$ cat src/rtl/usb_defs_pkg.sv
// Shared definitions for the simplified USB full-speed device core.
// Holds the PID codes, the standard request and descriptor codes used by
// EP0, and the small enums shared between the top level and EP0.
package usb_defs_pkg;

    localparam logic [3:0] PID_OUT   = 4'h1;
    localparam logic [3:0] PID_IN    = 4'h9;
    localparam logic [3:0] PID_SETUP = 4'hD;
    localparam logic [3:0] PID_DATA0 = 4'h3;
    localparam logic [3:0] PID_DATA1 = 4'hB;
    localparam logic [3:0] PID_ACK   = 4'h2;
    localparam logic [3:0] PID_NAK   = 4'hA;
    localparam logic [3:0] PID_STALL = 4'hE;

    localparam logic [7:0] REQ_GET_DESCRIPTOR = 8'h06;
    localparam logic [7:0] REQ_SET_ADDRESS    = 8'h05;
    localparam logic [7:0] DESC_TYPE_DEVICE   = 8'h01;

    localparam logic [7:0] BMREQ_DEV_TO_HOST = 8'h80;
    localparam logic [7:0] BMREQ_HOST_TO_DEV = 8'h00;

    localparam logic [15:0] DEV_DESC_LEN = 16'd18;

    // What the data bytes following the last accepted token belong to.
    typedef enum logic [1:0] {
        RX_IDLE  = 2'd0,
        RX_SETUP = 2'd1,
        RX_OUT   = 2'd2
    } rx_mode_e;

    // Where the payload bytes of the current transmit burst come from.
    typedef enum logic [1:0] {
        TX_SRC_NONE = 2'd0,
        TX_SRC_ROM  = 2'd1,
        TX_SRC_FIFO = 2'd2
    } tx_src_e;

endpackage

$ cat src/rtl/usb_ctrl_ep0.sv
// EP0 control endpoint: captures the 8-byte SETUP packet, decodes the
// request once the last byte arrives and holds the device descriptor ROM.
// Ports:
//   clk, rst_n          clock / async active-low reset
//   setup_start         accepted SETUP token to EP0, restarts byte capture
//   setup_byte_valid    good (non-corrupt) SETUP data byte this cycle
//   setup_byte          the data byte
//   setup_last          this byte completes the 8-byte SETUP packet
//   resp_valid          one-cycle pulse the cycle after the last byte
//   resp_pid/resp_len   response packet PID and payload length
//   resp_set_addr       response is the SET_ADDRESS status stage
//   resp_addr           new device address for SET_ADDRESS
//   rom_idx/rom_data    descriptor ROM read port
module usb_ctrl_ep0
    import usb_defs_pkg::*;
(
    input  logic        clk,
    input  logic        rst_n,
    input  logic        setup_start,
    input  logic        setup_byte_valid,
    input  logic [7:0]  setup_byte,
    output logic        setup_last,
    output logic        resp_valid,
    output logic [3:0]  resp_pid,
    output logic [15:0] resp_len,
    output logic        resp_set_addr,
    output logic [6:0]  resp_addr,
    input  logic [4:0]  rom_idx,
    output logic [7:0]  rom_data
);

    logic [7:0]  setup_q [0:7];
    logic [2:0]  byte_cnt;
    logic [15:0] w_value;
    logic [15:0] w_length;
    logic        is_get_dev_desc;
    logic        is_set_addr;
    logic        unused_setup_bits;

    assign setup_last = setup_byte_valid && (byte_cnt == 3'd7);

    assign w_value  = {setup_q[3], setup_q[2]};
    assign w_length = {setup_q[7], setup_q[6]};

    assign is_get_dev_desc = (setup_q[0] == BMREQ_DEV_TO_HOST) &&
                             (setup_q[1] == REQ_GET_DESCRIPTOR) &&
                             (w_value[15:8] == DESC_TYPE_DEVICE);
    assign is_set_addr     = (setup_q[0] == BMREQ_HOST_TO_DEV) &&
                             (setup_q[1] == REQ_SET_ADDRESS);

    // wIndex and the top address bit play no part in the supported requests.
    assign unused_setup_bits = ^{setup_q[4], setup_q[5], w_value[7]};

    // Byte capture. A fresh SETUP token always restarts at byte 0, so an
    // aborted (corrupt) packet simply leaves a stale count that is discarded.
    always_ff @(posedge clk or negedge rst_n) begin
        if (!rst_n) begin
            byte_cnt   <= 3'd0;
            resp_valid <= 1'b0;
            for (int i = 0; i < 8; i++) begin
                setup_q[i] <= 8'h00;
            end
        end else begin
            resp_valid <= setup_last;
            if (setup_start) begin
                byte_cnt <= 3'd0;
            end else if (setup_byte_valid) begin
                setup_q[byte_cnt] <= setup_byte;
                byte_cnt          <= byte_cnt + 3'd1;
            end
        end
    end

    // Request decode, evaluated from the captured bytes while resp_valid.
    always_comb begin
        resp_pid      = 4'h0;
        resp_len      = 16'd0;
        resp_set_addr = 1'b0;
        resp_addr     = 7'd0;
        if (resp_valid) begin
            if (is_get_dev_desc) begin
                resp_pid = PID_DATA1;
                resp_len = (w_length > DEV_DESC_LEN) ? DEV_DESC_LEN : w_length;
            end else if (is_set_addr) begin
                resp_pid      = PID_DATA1;
                resp_set_addr = 1'b1;
                resp_addr     = w_value[6:0];
            end else begin
                resp_pid = PID_STALL;
            end
        end
    end

    // Device descriptor: USB 1.1, max packet 64, VID 1234, PID 5678, 1 config.
    always_comb begin
        case (rom_idx)
            5'd0:    rom_data = 8'h12;
            5'd1:    rom_data = 8'h01;
            5'd2:    rom_data = 8'h10;
            5'd3:    rom_data = 8'h01;
            5'd4:    rom_data = 8'h00;
            5'd5:    rom_data = 8'h00;
            5'd6:    rom_data = 8'h00;
            5'd7:    rom_data = 8'h40;
            5'd8:    rom_data = 8'h34;
            5'd9:    rom_data = 8'h12;
            5'd10:   rom_data = 8'h78;
            5'd11:   rom_data = 8'h56;
            5'd12:   rom_data = 8'h00;
            5'd13:   rom_data = 8'h01;
            5'd14:   rom_data = 8'h01;
            5'd15:   rom_data = 8'h02;
            5'd16:   rom_data = 8'h03;
            5'd17:   rom_data = 8'h01;
            default: rom_data = 8'h00;
        endcase
    end

endmodule

$ cat src/rtl/usb_top.sv
// Simplified USB full-speed device controller core at byte/packet level.
// Decodes host tokens, routes SETUP bytes to EP0, loops EP1 OUT data back
// on EP1 IN through a small FIFO and drives transmit bursts to the host.
// Ports:
//   clk, rst_n                  clock / async active-low reset
//   host_pkt_valid              token strobe (when host_data_valid is 0)
//   host_pid/addr/ep            token fields
//   host_data/host_data_valid   one data byte per strobe
//   host_data_len               declared payload length (not used)
//   host_crc_err                current token or byte is corrupt
//   host_tx_valid/pid/data/len  transmit burst to host
//   dbg_addr_reg                current device address
//   dbg_ep1_fifo_level          EP1 FIFO occupancy
module usb_top
    import usb_defs_pkg::*;
#(
    parameter int EP1_DEPTH = 8
) (
    input  logic        clk,
    input  logic        rst_n,
    input  logic        host_pkt_valid,
    input  logic [3:0]  host_pid,
    input  logic [6:0]  host_addr,
    input  logic [3:0]  host_ep,
    input  logic [7:0]  host_data,
    input  logic        host_data_valid,
    input  logic [15:0] host_data_len,
    input  logic        host_crc_err,
    output logic        host_tx_valid,
    output logic [3:0]  host_tx_pid,
    output logic [7:0]  host_tx_data,
    output logic [15:0] host_tx_len,
    output logic [6:0]  dbg_addr_reg,
    output logic [3:0]  dbg_ep1_fifo_level
);

    localparam int PTR_W = (EP1_DEPTH > 1) ? $clog2(EP1_DEPTH) : 1;

    rx_mode_e    rx_mode;
    rx_mode_e    rx_mode_next;
    logic [6:0]  dev_addr;
    logic        data_toggle;

    logic [7:0]  fifo_mem [0:EP1_DEPTH-1];
    logic [PTR_W-1:0] wr_ptr;
    logic [PTR_W-1:0] rd_ptr;
    logic [3:0]  fifo_level;
    logic        fifo_push;
    logic        fifo_pop;

    logic        tx_valid;
    logic [3:0]  tx_pid;
    logic [15:0] tx_len;
    logic [15:0] tx_cnt;
    logic [4:0]  tx_idx;
    tx_src_e     tx_src;
    logic        tx_last;
    logic        addr_pending;
    logic [6:0]  addr_pending_val;

    logic        tok_strobe;
    logic        busy;
    logic        tok_ok;
    logic        setup_tok;
    logic        out_tok;
    logic        in_tok;
    logic        setup_byte_valid;

    logic        ep0_setup_last;
    logic        ep0_resp_valid;
    logic [3:0]  ep0_resp_pid;
    logic [15:0] ep0_resp_len;
    logic        ep0_resp_set_addr;
    logic [6:0]  ep0_resp_addr;
    logic [7:0]  ep0_rom_data;
    logic        unused_host_len;

    assign unused_host_len = ^host_data_len;

    // Tokens are ignored while a response is being sent or is about to start.
    assign tok_strobe = host_pkt_valid && !host_data_valid;
    assign busy       = tx_valid || ep0_resp_valid;
    assign tok_ok     = tok_strobe && !host_crc_err && !busy && (host_addr == dev_addr);
    assign setup_tok  = tok_ok && (host_pid == PID_SETUP) && (host_ep == 4'd0);
    assign out_tok    = tok_ok && (host_pid == PID_OUT)   && (host_ep == 4'd1);
    assign in_tok     = tok_ok && (host_pid == PID_IN)    && (host_ep == 4'd1);

    assign setup_byte_valid = host_data_valid && !host_crc_err && (rx_mode == RX_SETUP);
    assign fifo_push = host_data_valid && !host_crc_err && (rx_mode == RX_OUT) &&
                       (fifo_level != 4'(EP1_DEPTH));
    assign fifo_pop  = tx_valid && (tx_src == TX_SRC_FIFO);
    assign tx_last   = tx_valid && (tx_cnt == 16'd1);

    usb_ctrl_ep0 u_ep0 (
        .clk              (clk),
        .rst_n            (rst_n),
        .setup_start      (setup_tok),
        .setup_byte_valid (setup_byte_valid),
        .setup_byte       (host_data),
        .setup_last       (ep0_setup_last),
        .resp_valid       (ep0_resp_valid),
        .resp_pid         (ep0_resp_pid),
        .resp_len         (ep0_resp_len),
        .resp_set_addr    (ep0_resp_set_addr),
        .resp_addr        (ep0_resp_addr),
        .rom_idx          (tx_idx),
        .rom_data         (ep0_rom_data)
    );

    // Receive-mode state register.
    always_ff @(posedge clk or negedge rst_n) begin
        if (!rst_n) begin
            rx_mode <= RX_IDLE;
        end else begin
            rx_mode <= rx_mode_next;
        end
    end

    // Any token seen ends the previous data phase, even one for another
    // device or endpoint. A corrupt SETUP byte aborts the control transfer.
    always_comb begin
        rx_mode_next = rx_mode;
        if (tok_strobe && !busy) begin
            if (setup_tok) begin
                rx_mode_next = RX_SETUP;
            end else if (out_tok) begin
                rx_mode_next = RX_OUT;
            end else begin
                rx_mode_next = RX_IDLE;
            end
        end else if (host_data_valid && (rx_mode == RX_SETUP) &&
                     (host_crc_err || ep0_setup_last)) begin
            rx_mode_next = RX_IDLE;
        end
    end

    // EP1 loopback FIFO. Pushes only happen in an OUT data phase and pops
    // only during an IN burst, so the two never coincide in practice.
    always_ff @(posedge clk or negedge rst_n) begin
        if (!rst_n) begin
            wr_ptr     <= '0;
            rd_ptr     <= '0;
            fifo_level <= 4'd0;
            for (int i = 0; i < EP1_DEPTH; i++) begin
                fifo_mem[i] <= 8'h00;
            end
        end else begin
            if (fifo_push) begin
                fifo_mem[wr_ptr] <= host_data;
                wr_ptr <= (wr_ptr == PTR_W'(EP1_DEPTH - 1)) ? '0 : wr_ptr + 1'b1;
            end
            if (fifo_pop) begin
                rd_ptr <= (rd_ptr == PTR_W'(EP1_DEPTH - 1)) ? '0 : rd_ptr + 1'b1;
            end
            case ({fifo_push, fifo_pop})
                2'b10:   fifo_level <= fifo_level + 4'd1;
                2'b01:   fifo_level <= fifo_level - 4'd1;
                default: fifo_level <= fifo_level;
            endcase
        end
    end

    // Transmit burst engine. tx_cnt counts remaining burst cycles; a
    // zero-length packet still occupies one cycle. EP0 responses take
    // precedence because tokens are blocked while one is pending.
    always_ff @(posedge clk or negedge rst_n) begin
        if (!rst_n) begin
            tx_valid         <= 1'b0;
            tx_pid           <= 4'h0;
            tx_len           <= 16'd0;
            tx_cnt           <= 16'd0;
            tx_idx           <= 5'd0;
            tx_src           <= TX_SRC_NONE;
            addr_pending     <= 1'b0;
            addr_pending_val <= 7'd0;
        end else if (ep0_resp_valid) begin
            tx_valid         <= 1'b1;
            tx_pid           <= ep0_resp_pid;
            tx_len           <= ep0_resp_len;
            tx_cnt           <= (ep0_resp_len == 16'd0) ? 16'd1 : ep0_resp_len;
            tx_idx           <= 5'd0;
            tx_src           <= (ep0_resp_len == 16'd0) ? TX_SRC_NONE : TX_SRC_ROM;
            addr_pending     <= ep0_resp_set_addr;
            addr_pending_val <= ep0_resp_addr;
        end else if (in_tok) begin
            tx_valid     <= 1'b1;
            tx_idx       <= 5'd0;
            addr_pending <= 1'b0;
            if (fifo_level == 4'd0) begin
                tx_pid <= PID_NAK;
                tx_len <= 16'd0;
                tx_cnt <= 16'd1;
                tx_src <= TX_SRC_NONE;
            end else begin
                tx_pid <= data_toggle ? PID_DATA1 : PID_DATA0;
                tx_len <= {12'd0, fifo_level};
                tx_cnt <= {12'd0, fifo_level};
                tx_src <= TX_SRC_FIFO;
            end
        end else if (tx_valid) begin
            if (tx_cnt == 16'd1) begin
                tx_valid     <= 1'b0;
                tx_pid       <= 4'h0;
                tx_len       <= 16'd0;
                tx_cnt       <= 16'd0;
                tx_idx       <= 5'd0;
                tx_src       <= TX_SRC_NONE;
                addr_pending <= 1'b0;
            end else begin
                tx_cnt <= tx_cnt - 16'd1;
                tx_idx <= tx_idx + 5'd1;
            end
        end
    end

    // The new address only takes effect once the SET_ADDRESS status packet
    // has gone out, so the status stage itself still uses the old address.
    always_ff @(posedge clk or negedge rst_n) begin
        if (!rst_n) begin
            dev_addr <= 7'd0;
        end else if (tx_last && addr_pending) begin
            dev_addr <= addr_pending_val;
        end
    end

    // EP1 IN data toggle flips with every data (non-NAK) burst.
    always_ff @(posedge clk or negedge rst_n) begin
        if (!rst_n) begin
            data_toggle <= 1'b0;
        end else if (in_tok && (fifo_level != 4'd0)) begin
            data_toggle <= ~data_toggle;
        end
    end

    // Payload byte for the current burst cycle; zero outside bursts.
    always_comb begin
        host_tx_data = 8'h00;
        if (tx_valid) begin
            case (tx_src)
                TX_SRC_ROM:  host_tx_data = ep0_rom_data;
                TX_SRC_FIFO: host_tx_data = fifo_mem[rd_ptr];
                default:     host_tx_data = 8'h00;
            endcase
        end
    end

    assign host_tx_valid      = tx_valid;
    assign host_tx_pid        = tx_pid;
    assign host_tx_len        = tx_len;
    assign dbg_addr_reg       = dev_addr;
    assign dbg_ep1_fifo_level = fifo_level;

endmodule

$ cat config.mk
export PLATFORM = sky130hd
export DESIGN_NAME = usb_top
export DESIGN_NICKNAME = d
export VERILOG_FILES = /design/src/rtl/usb_defs_pkg.sv /design/src/rtl/usb_ctrl_ep0.sv /design/src/rtl/usb_top.sv
export SDC_FILE = /design/constraint.sdc
export NUM_CORES = 1
export LEC_CHECK = 0
export CORE_MARGIN = 4
export CORE_UTILIZATION = 35
export CTS_CLUSTER_SIZE = 12
export DETAILED_ROUTE_END_ITERATION = 10
export GPL_TIMING_DRIVEN = 1
export HOLD_SLACK_MARGIN = 0.12
export RECOVER_POWER = 50
export SLEW_MARGIN = 20
export SYNTH_ARGS = -nofsm -noshare
export SYNTH_HDL_FRONTEND = slang
export SYNTH_SLANG_ARGS = --single-unit
export TNS_END_PERCENT = 100
$ cat constraint.sdc
create_clock -name clk -period 4.1 [get_ports clk]
set_input_delay 0.615 -clock clk [delete_from_list [all_inputs] [get_ports clk]]
set_output_delay 0.615 -clock clk [all_outputs]
set_load 0.05 [all_outputs]
==> out/results.ini, run 1 <==
[floorplan]
core-area_sq_um = 24500
ios = 84
start_util_pct = 35.8
die_x_um = 166
std_cell_rows = 57
dieArea_sq_um = 27700
die_y_um = 166

[global_route]
antenna_found_initial = 0
grt_max_degree = 82
grt_pass1_wl_mm = 34.4
grt_pass1_vias = 5982
track_usage_pct = 15.7
gr-total-overflow = 0

[setup_path]
timing.rr.end = fifo_mem[30]
crit_buf_inv = 2
reg2reg_slack_ns = 0.56
reg2reg_depth = 6
cp.depth = 7
cp_data_required_time_ns = 4.41
critPathSlowestCell = a2111oi_0
worst_path_largest_cell_delay_ns = 1.22
path_cells = dlygate4sd3_1 > nand2_1 > a2111oi_0 > nand2b_1 > nor3b_2 > buf_4 > mux2_2
critPathArrivalTime_ns = 3.98
crit_family = compound AO/OA/AOI/OAI gates
cp_max_fo = 5
startpoint_type = input port
crit_path_end_kind = flop
path_class = input port to flop
r2r-start = dbg_ep1_fifo_level[0]

[clock_network]
numCtsBuffers = 17
clock_latency_ns = 0.43
numClockSinks = 187
post_cts.repair.setup_buffers = 0
cts_resized = 0
clockRootBuffer = clkbuf_16
clockBufferDepth = 2
ctsHoldBuffers = 0
cts_tree = done
h-tree-depth = 4
clk_pin_slew_worst_paths_ns = 0.07

[power]
p_per_area_nw_per_um2 = 347
vdd_ir_drop_max_uv = 229
power_leakage_nw = 4.90

[timing]
fin_crit_sh_pct = 89.5
tns_ns = 0
finalCriticalPeriod_ns = 3.67
finalSetupViolations = 0
worst_pin_slew_ns = 2.04
slew_headroom_pct = -35.8
hold_viol_final = 0
slew_violations = 82
fmax_mhz = 272
finClkSkew_ns = 0.0110
rsz0062_at_grt = no

[cells_and_area]
nNetsFinal = 827
area_growth_pct = 18.6
n_fill_cell = 2326
antenna_cells = 0
top_regs = fifo_mem: 64 flops, u_ep0.setup_q: 47 flops
drive_gt1_share_pct = 26.3
final_util_pct = 42.5
regMostFlops = fifo_mem
multi_input_area_sq_um = 3850
seqCellArea_sq_um = 4680
largest_reg_flops = 64

[route]
wl_mm = 21.2
drtPass1Iterations = 4
drc_errors = 0
drtIter0Drc = 468
routedWlPerCell_um = 19.3
antenna_left = 0
routed-via-count = 5956
viasPerCell = 5.40

[synthesis]
ys.flop_type = dfrtp_1
synth-async-reset-ratio_pct = 100
synth_edf_count = 0
synth_seq_cells = 187
syn_nets = 761
postSynthAreaPerCell_sq_um = 12.6
synthDistinctLibCells = 64
syn-instance-count = 699
ys_seq_area_share_pct = 53.2
yosys_warnings = 0
synth_area_sq_um = 8790

[placed_design]
dp_hpwl_mm = 14.6
port_buffers = 67
globalplace.congestion = 0.844

[hold_path]
hold_depth = 1
hold_class = flop to flop
hp-start = data_toggle
holdPathEnd = data_toggle

[run_status]
status = finished, violations left
violations = max-capacitance violations, max-slew violations

[job]
cap_violations = 2

-- per-layer routing --
metal,up-vias,part of all wire [%],track usage (%)
li1,2727,-,-
met1,3101,48,22.8
met2,116,47,24.4
met3,12,3.9,3.01
met4,0,0.86,3.74
met5,-,0,0
-- cell families after synthesis --
logic type	after synthesis	synth area share [%]
xor gates and xnor gates	16	1.59
and+or+nand+nor	178	11.6
adders and majority gates	18	2.65
muxes	148	21.0
AOI/OAI and AO/OA	88	7.19
buffers and inverters	64	2.75
DFF	187	53.2
-- placed cells by master (no fill, tap or decap), types with 4 or more instances in the layout --
cell type,n
a21oi_1,11
a22o_1,11
a32oi_1,4
and3_1,14
buf_4,13
clkbuf_16,17
clkdlybuf4s50_1,53
dfrtp_1,187
dlygate4sd3_1,13
ha_1,17
inv_1,27
inv_6,5
mux2_2,130
mux4_2,16
nand2_1,32
nand2b_1,4
nand3_1,16
nand4_1,12
nand4b_1,5
nor2_1,32
nor3_1,15
nor4_1,9
nor4b_1,7
o211ai_1,6
o21ai_0,23
o31ai_1,5
or4_1,4
xnor2_1,10
xor2_1,6
-- worst max-delay path by stage --
stage / startpoint / endpoint / slack (ns)
2_1_floorplan: rd_ptr[0] / host_tx_data[7] / 0.62
3_3_place_gp: host_crc_err / host_tx_pid[0] / 0.49
3_5_place_dp: host_crc_err / host_tx_pid[0] / 0.44
4_1_cts: rd_ptr[1] / host_tx_data[4] / 0.43
5_1_grt: host_data_valid / fifo_mem[24] / 0.20
6_report: host_data_valid / fifo_mem[30] / 0.43
-- cell usage after synthesis (all sizes together) (2+ instances only) --
library cell / count / area (sq um)
or2: 2 / 12.5
o21ai: 23 / 115
nand2: 32 / 120
o22ai: 2 / 12.5
nor2: 32 / 120
clkbuf: 33 / 124
mux4: 16 / 360
nor3: 16 / 85.1
nor4b: 7 / 61.3
and3: 14 / 87.6
a21o: 3 / 22.5
and2: 4 / 27.5
a22o: 11 / 96.3
xor2: 6 / 52.6
or4: 5 / 41.3
inv: 27 / 101
buf: 4 / 16.3
xnor2: 10 / 87.6
nand3: 16 / 80.1
a2111oi: 3 / 45.1
mux2: 130 / 1460
o31ai: 5 / 37.5
or4b: 3 / 30.0
a211o: 2 / 17.5
a22oi: 3 / 22.5
or3: 3 / 18.8
dfrtp: 187 / 4680
o2bb2ai: 2 / 17.5
o211ai: 6 / 45.0
o41ai: 2 / 17.5
a21oi: 11 / 55.1
ha: 17 / 213
a31oi: 3 / 18.8
a32oi: 4 / 35.0
nor4: 10 / 68.8
nand4: 12 / 75.1
mux2i: 2 / 20.0
nand4b: 5 / 43.8
nor4bb: 3 / 30.0
nor3b: 4 / 40.0
nand2b: 4 / 25.0
-- worst register-to-register path, stage by stage, from the launching register on --
cell       delay (ns)
dfrtp_1          0.57
nor3_1           0.10
a2111oi_0        1.25
nand2b_1         0.37
nor3b_2          0.56
buf_4            0.25
mux2_2           0.33
-- power by group --
| part | internal [mW] | switching [mW] |
|---|---|---|
| clock network | 0.911 | 0.752 |
| registers | 1.84 | 0.00120 |
| logic | 0.0338 | 0.0756 |
| total | 2.79 | 0.829 |
-- area by class of cell --
class / count / share of cell area [%]
inverters: 27 / 0.973
clock inverters: 15 / 1.56
well taps: 324 / 3.89
clock buffers: 17 / 4.08
flip-flops and latches: 187 / 44.9
repair buffers: 84 / 7.64
multi-input cells: 448 / 36.9
-- metrics by stage --
stage | power [mW] | cell area [sq um] | worst slack [ns] | hold WS (ns) | cells
global route | 3.75 | 10400 | 0.199 | 0.508 | 1102
finish | 3.62 | 10400 | 0.430 | 0.475 | 1102
detailed placement | 2.00 | 9870 | 0.443 | 0.460 | 1070
floorplan | 1.91 | 8790 | 0.618 | 0.319 | 699
global placement | 2.00 | 9870 | 0.494 | 0.456 | 1070
CTS | 3.67 | 10500 | 0.429 | 0.228 | 1102
No activity file was read; power rests on OpenSTA's default activity.
==> inputs of run 2 (changes only) <==
--- a/config.mk
+++ b/config.mk
@@ -5,7 +5,6 @@
 export SDC_FILE = /design/constraint.sdc
 export NUM_CORES = 1
 export LEC_CHECK = 0
-export CORE_MARGIN = 4
 export CORE_UTILIZATION = 35
 export CTS_CLUSTER_SIZE = 12
 export DETAILED_ROUTE_END_ITERATION = 10
==> out/results.ini, run 2 (same netlist as run 1, synthesis figures left out) <==
[run_status]
status = finished, violations left
violations = max-capacitance violations, max-slew violations

[global_route]
grt_pass1_vias = 5870  ; -1.9%
antenna_found_initial = 0  ; unchanged
grt_pass1_wl_mm = 33.9  ; -1.3%
gr-total-overflow = 0  ; unchanged
grt_max_degree = 104  ; +27%
track_usage_pct = 17.3  ; +1.6 points

[clock_network]
numClockSinks = 187  ; unchanged
numCtsBuffers = 17  ; unchanged
h-tree-depth = 4  ; unchanged
clockBufferDepth = 2  ; unchanged
clockRootBuffer = clkbuf_16
cts_resized = 0  ; unchanged
post_cts.repair.setup_buffers = 0  ; unchanged
clk_pin_slew_worst_paths_ns = 0.07  ; about the same
cts_tree = done
clock_latency_ns = 0.44  ; about the same
ctsHoldBuffers = 1  ; +1

[placed_design]
dp_hpwl_mm = 14.1  ; -3.3%
port_buffers = 67  ; unchanged
globalplace.congestion = 0.876  ; +3.8%
placed_cell_area_sq_um = 9870  ; about the same

[timing]
finalSetupViolations = 0  ; unchanged
tns_ns = 0  ; unchanged
slew_headroom_pct = -76.7  ; -41 points
fin_crit_sh_pct = 87.0  ; -2.5 points
rsz0062_at_grt = no
finClkSkew_ns = 0.0101  ; -0.000847 ns
fmax_mhz = 280  ; +2.9%
worst_pin_slew_ns = 2.65  ; +0.613 ns
slew_violations = 46  ; -44%
hold_viol_final = 0  ; unchanged
finalCriticalPeriod_ns = 3.57  ; -0.104 ns

[cells_and_area]
design_area_sq_um = 10400  ; +0.26%
nNetsFinal = 828  ; +0.12%
top_regs = fifo_mem: 64 flops, u_ep0.setup_q: 47 flops
final_common_cell = dfrtp_1
area_growth_pct = 18.9
regMostFlops = fifo_mem
antenna_cells = 0  ; unchanged
n_fill_cell = 2230  ; -4.1%
final_util_pct = 42.7  ; +0.24 points
mostFrequentLayoutCells = 187 x dfrtp_1, 130 x mux2_2, 61 x clkdlybuf4s50_1, 32 x nand2_1, 32 x nor2_1
largest_reg_flops = 64  ; unchanged
drive_gt1_share_pct = 26.2  ; -0.16 points

[job]
cap_violations = 1  ; -1

[setup_path]
cp_max_fo = 19  ; +14
crit_buf_inv = 2  ; unchanged
path_cells = buf_4 > mux4_2 > mux2_2 > a32oi_1 > nor2_1 > clkdlybuf4s50_1
cp_data_required_time_ns = 3.48  ; -0.93 ns
path_class = flop to output port
critPathSlowestCell = clkdlybuf4s50_1
critPathArrivalTime_ns = 2.95  ; -1.03 ns
worst_path_largest_cell_delay_ns = 0.73  ; -0.49 ns
startpoint_type = flop
crit_family = buffers and inverters
crit_path_end_kind = output port

[power]
power_leakage_nw = 4.89  ; -0.24%
vdd_ir_drop_max_uv = 241  ; +5.5%
p_per_area_nw_per_um2 = 345  ; -0.63%

[floorplan]
die_x_um = 160  ; -3.6%
std_cell_rows = 57  ; unchanged
dieArea_sq_um = 25700  ; -7.1%
core-area_sq_um = 24500  ; -0.29%
ios = 84  ; unchanged
start_util_pct = 35.9  ; +0.10 points
die_y_um = 160  ; -3.6%

[route]
drtIter0Drc = 355  ; -24%
drc_errors = 0  ; unchanged
routedWlPerCell_um = 19.0  ; -1.3%
viasPerCell = 5.28  ; -2.3%
wl_mm = 21.0  ; -1.2%
drtPass1Iterations = 4  ; unchanged
antenna_left = 0  ; unchanged
routed-via-count = 5825  ; -2.2%

[hold_path]
hold_class = flop to flop

run 2: metrics by stage:
stage	worst slack [ns]	power [mW]	hold WS, ns	std cells
after floorplan	0.618	1.91	0.319	699
after global placement	0.498	2.00	0.459	1070
final	0.534	3.60	0.465	1103
after CTS	0.486	3.65	0.473	1103
after detailed placement	0.479	2.00	0.457	1070
after global routing	0.332	3.73	0.484	1103
run 2: worst reg2reg max path, delay by kind of cell (launching register included):
kind | cells | cell delay [ns]
and+or+nand+nor | 4 | 2.02
DFF | 1 | 0.44
AOI/OAI and AO/OA | 1 | 0.40
run 2: metal layers:
metal,vias up,GRT usage [%],part of all wire (%)
met2,102,26.5,46
met1,2990,24.9,49
met4,0,4.03,0.85
met3,14,3.64,4.2
met5,-,0,0
li1,2719,-,-
run 2: cell type report:
type                       instances  area, sq um  share of cell area (%)
tap                              324          405                    3.88
clock buffer                      18          429                    4.11
inverter                          27          101                   0.970
clock inverter                    14          156                    1.50
multi-input combinational        448         3870                    37.0
timing repair buffer              85          807                    7.73
sequential                       187         4680                    44.8
run 2: worst paths after layout:
check	start	endpoint	slack, ns	depth (start not counted)
max reg2reg	tx_cnt[3]	host_tx_pid[0]	1.14	5
min reg2reg	data_toggle	data_toggle	0.46	1
max	rd_ptr[0]	host_tx_data[3]	0.53	6
max in group asynchronous	rst_n	u_ep0.setup_q[10]	0.88	3
min in group asynchronous	rst_n	dbg_ep1_fifo_level[2]	1.56	2
min	data_toggle	data_toggle	0.46	1
run 2: where the power goes:
group          switching (mW)  internal [mW]
registers             0.00125           1.84
clock network           0.784          0.864
logic                  0.0763         0.0348
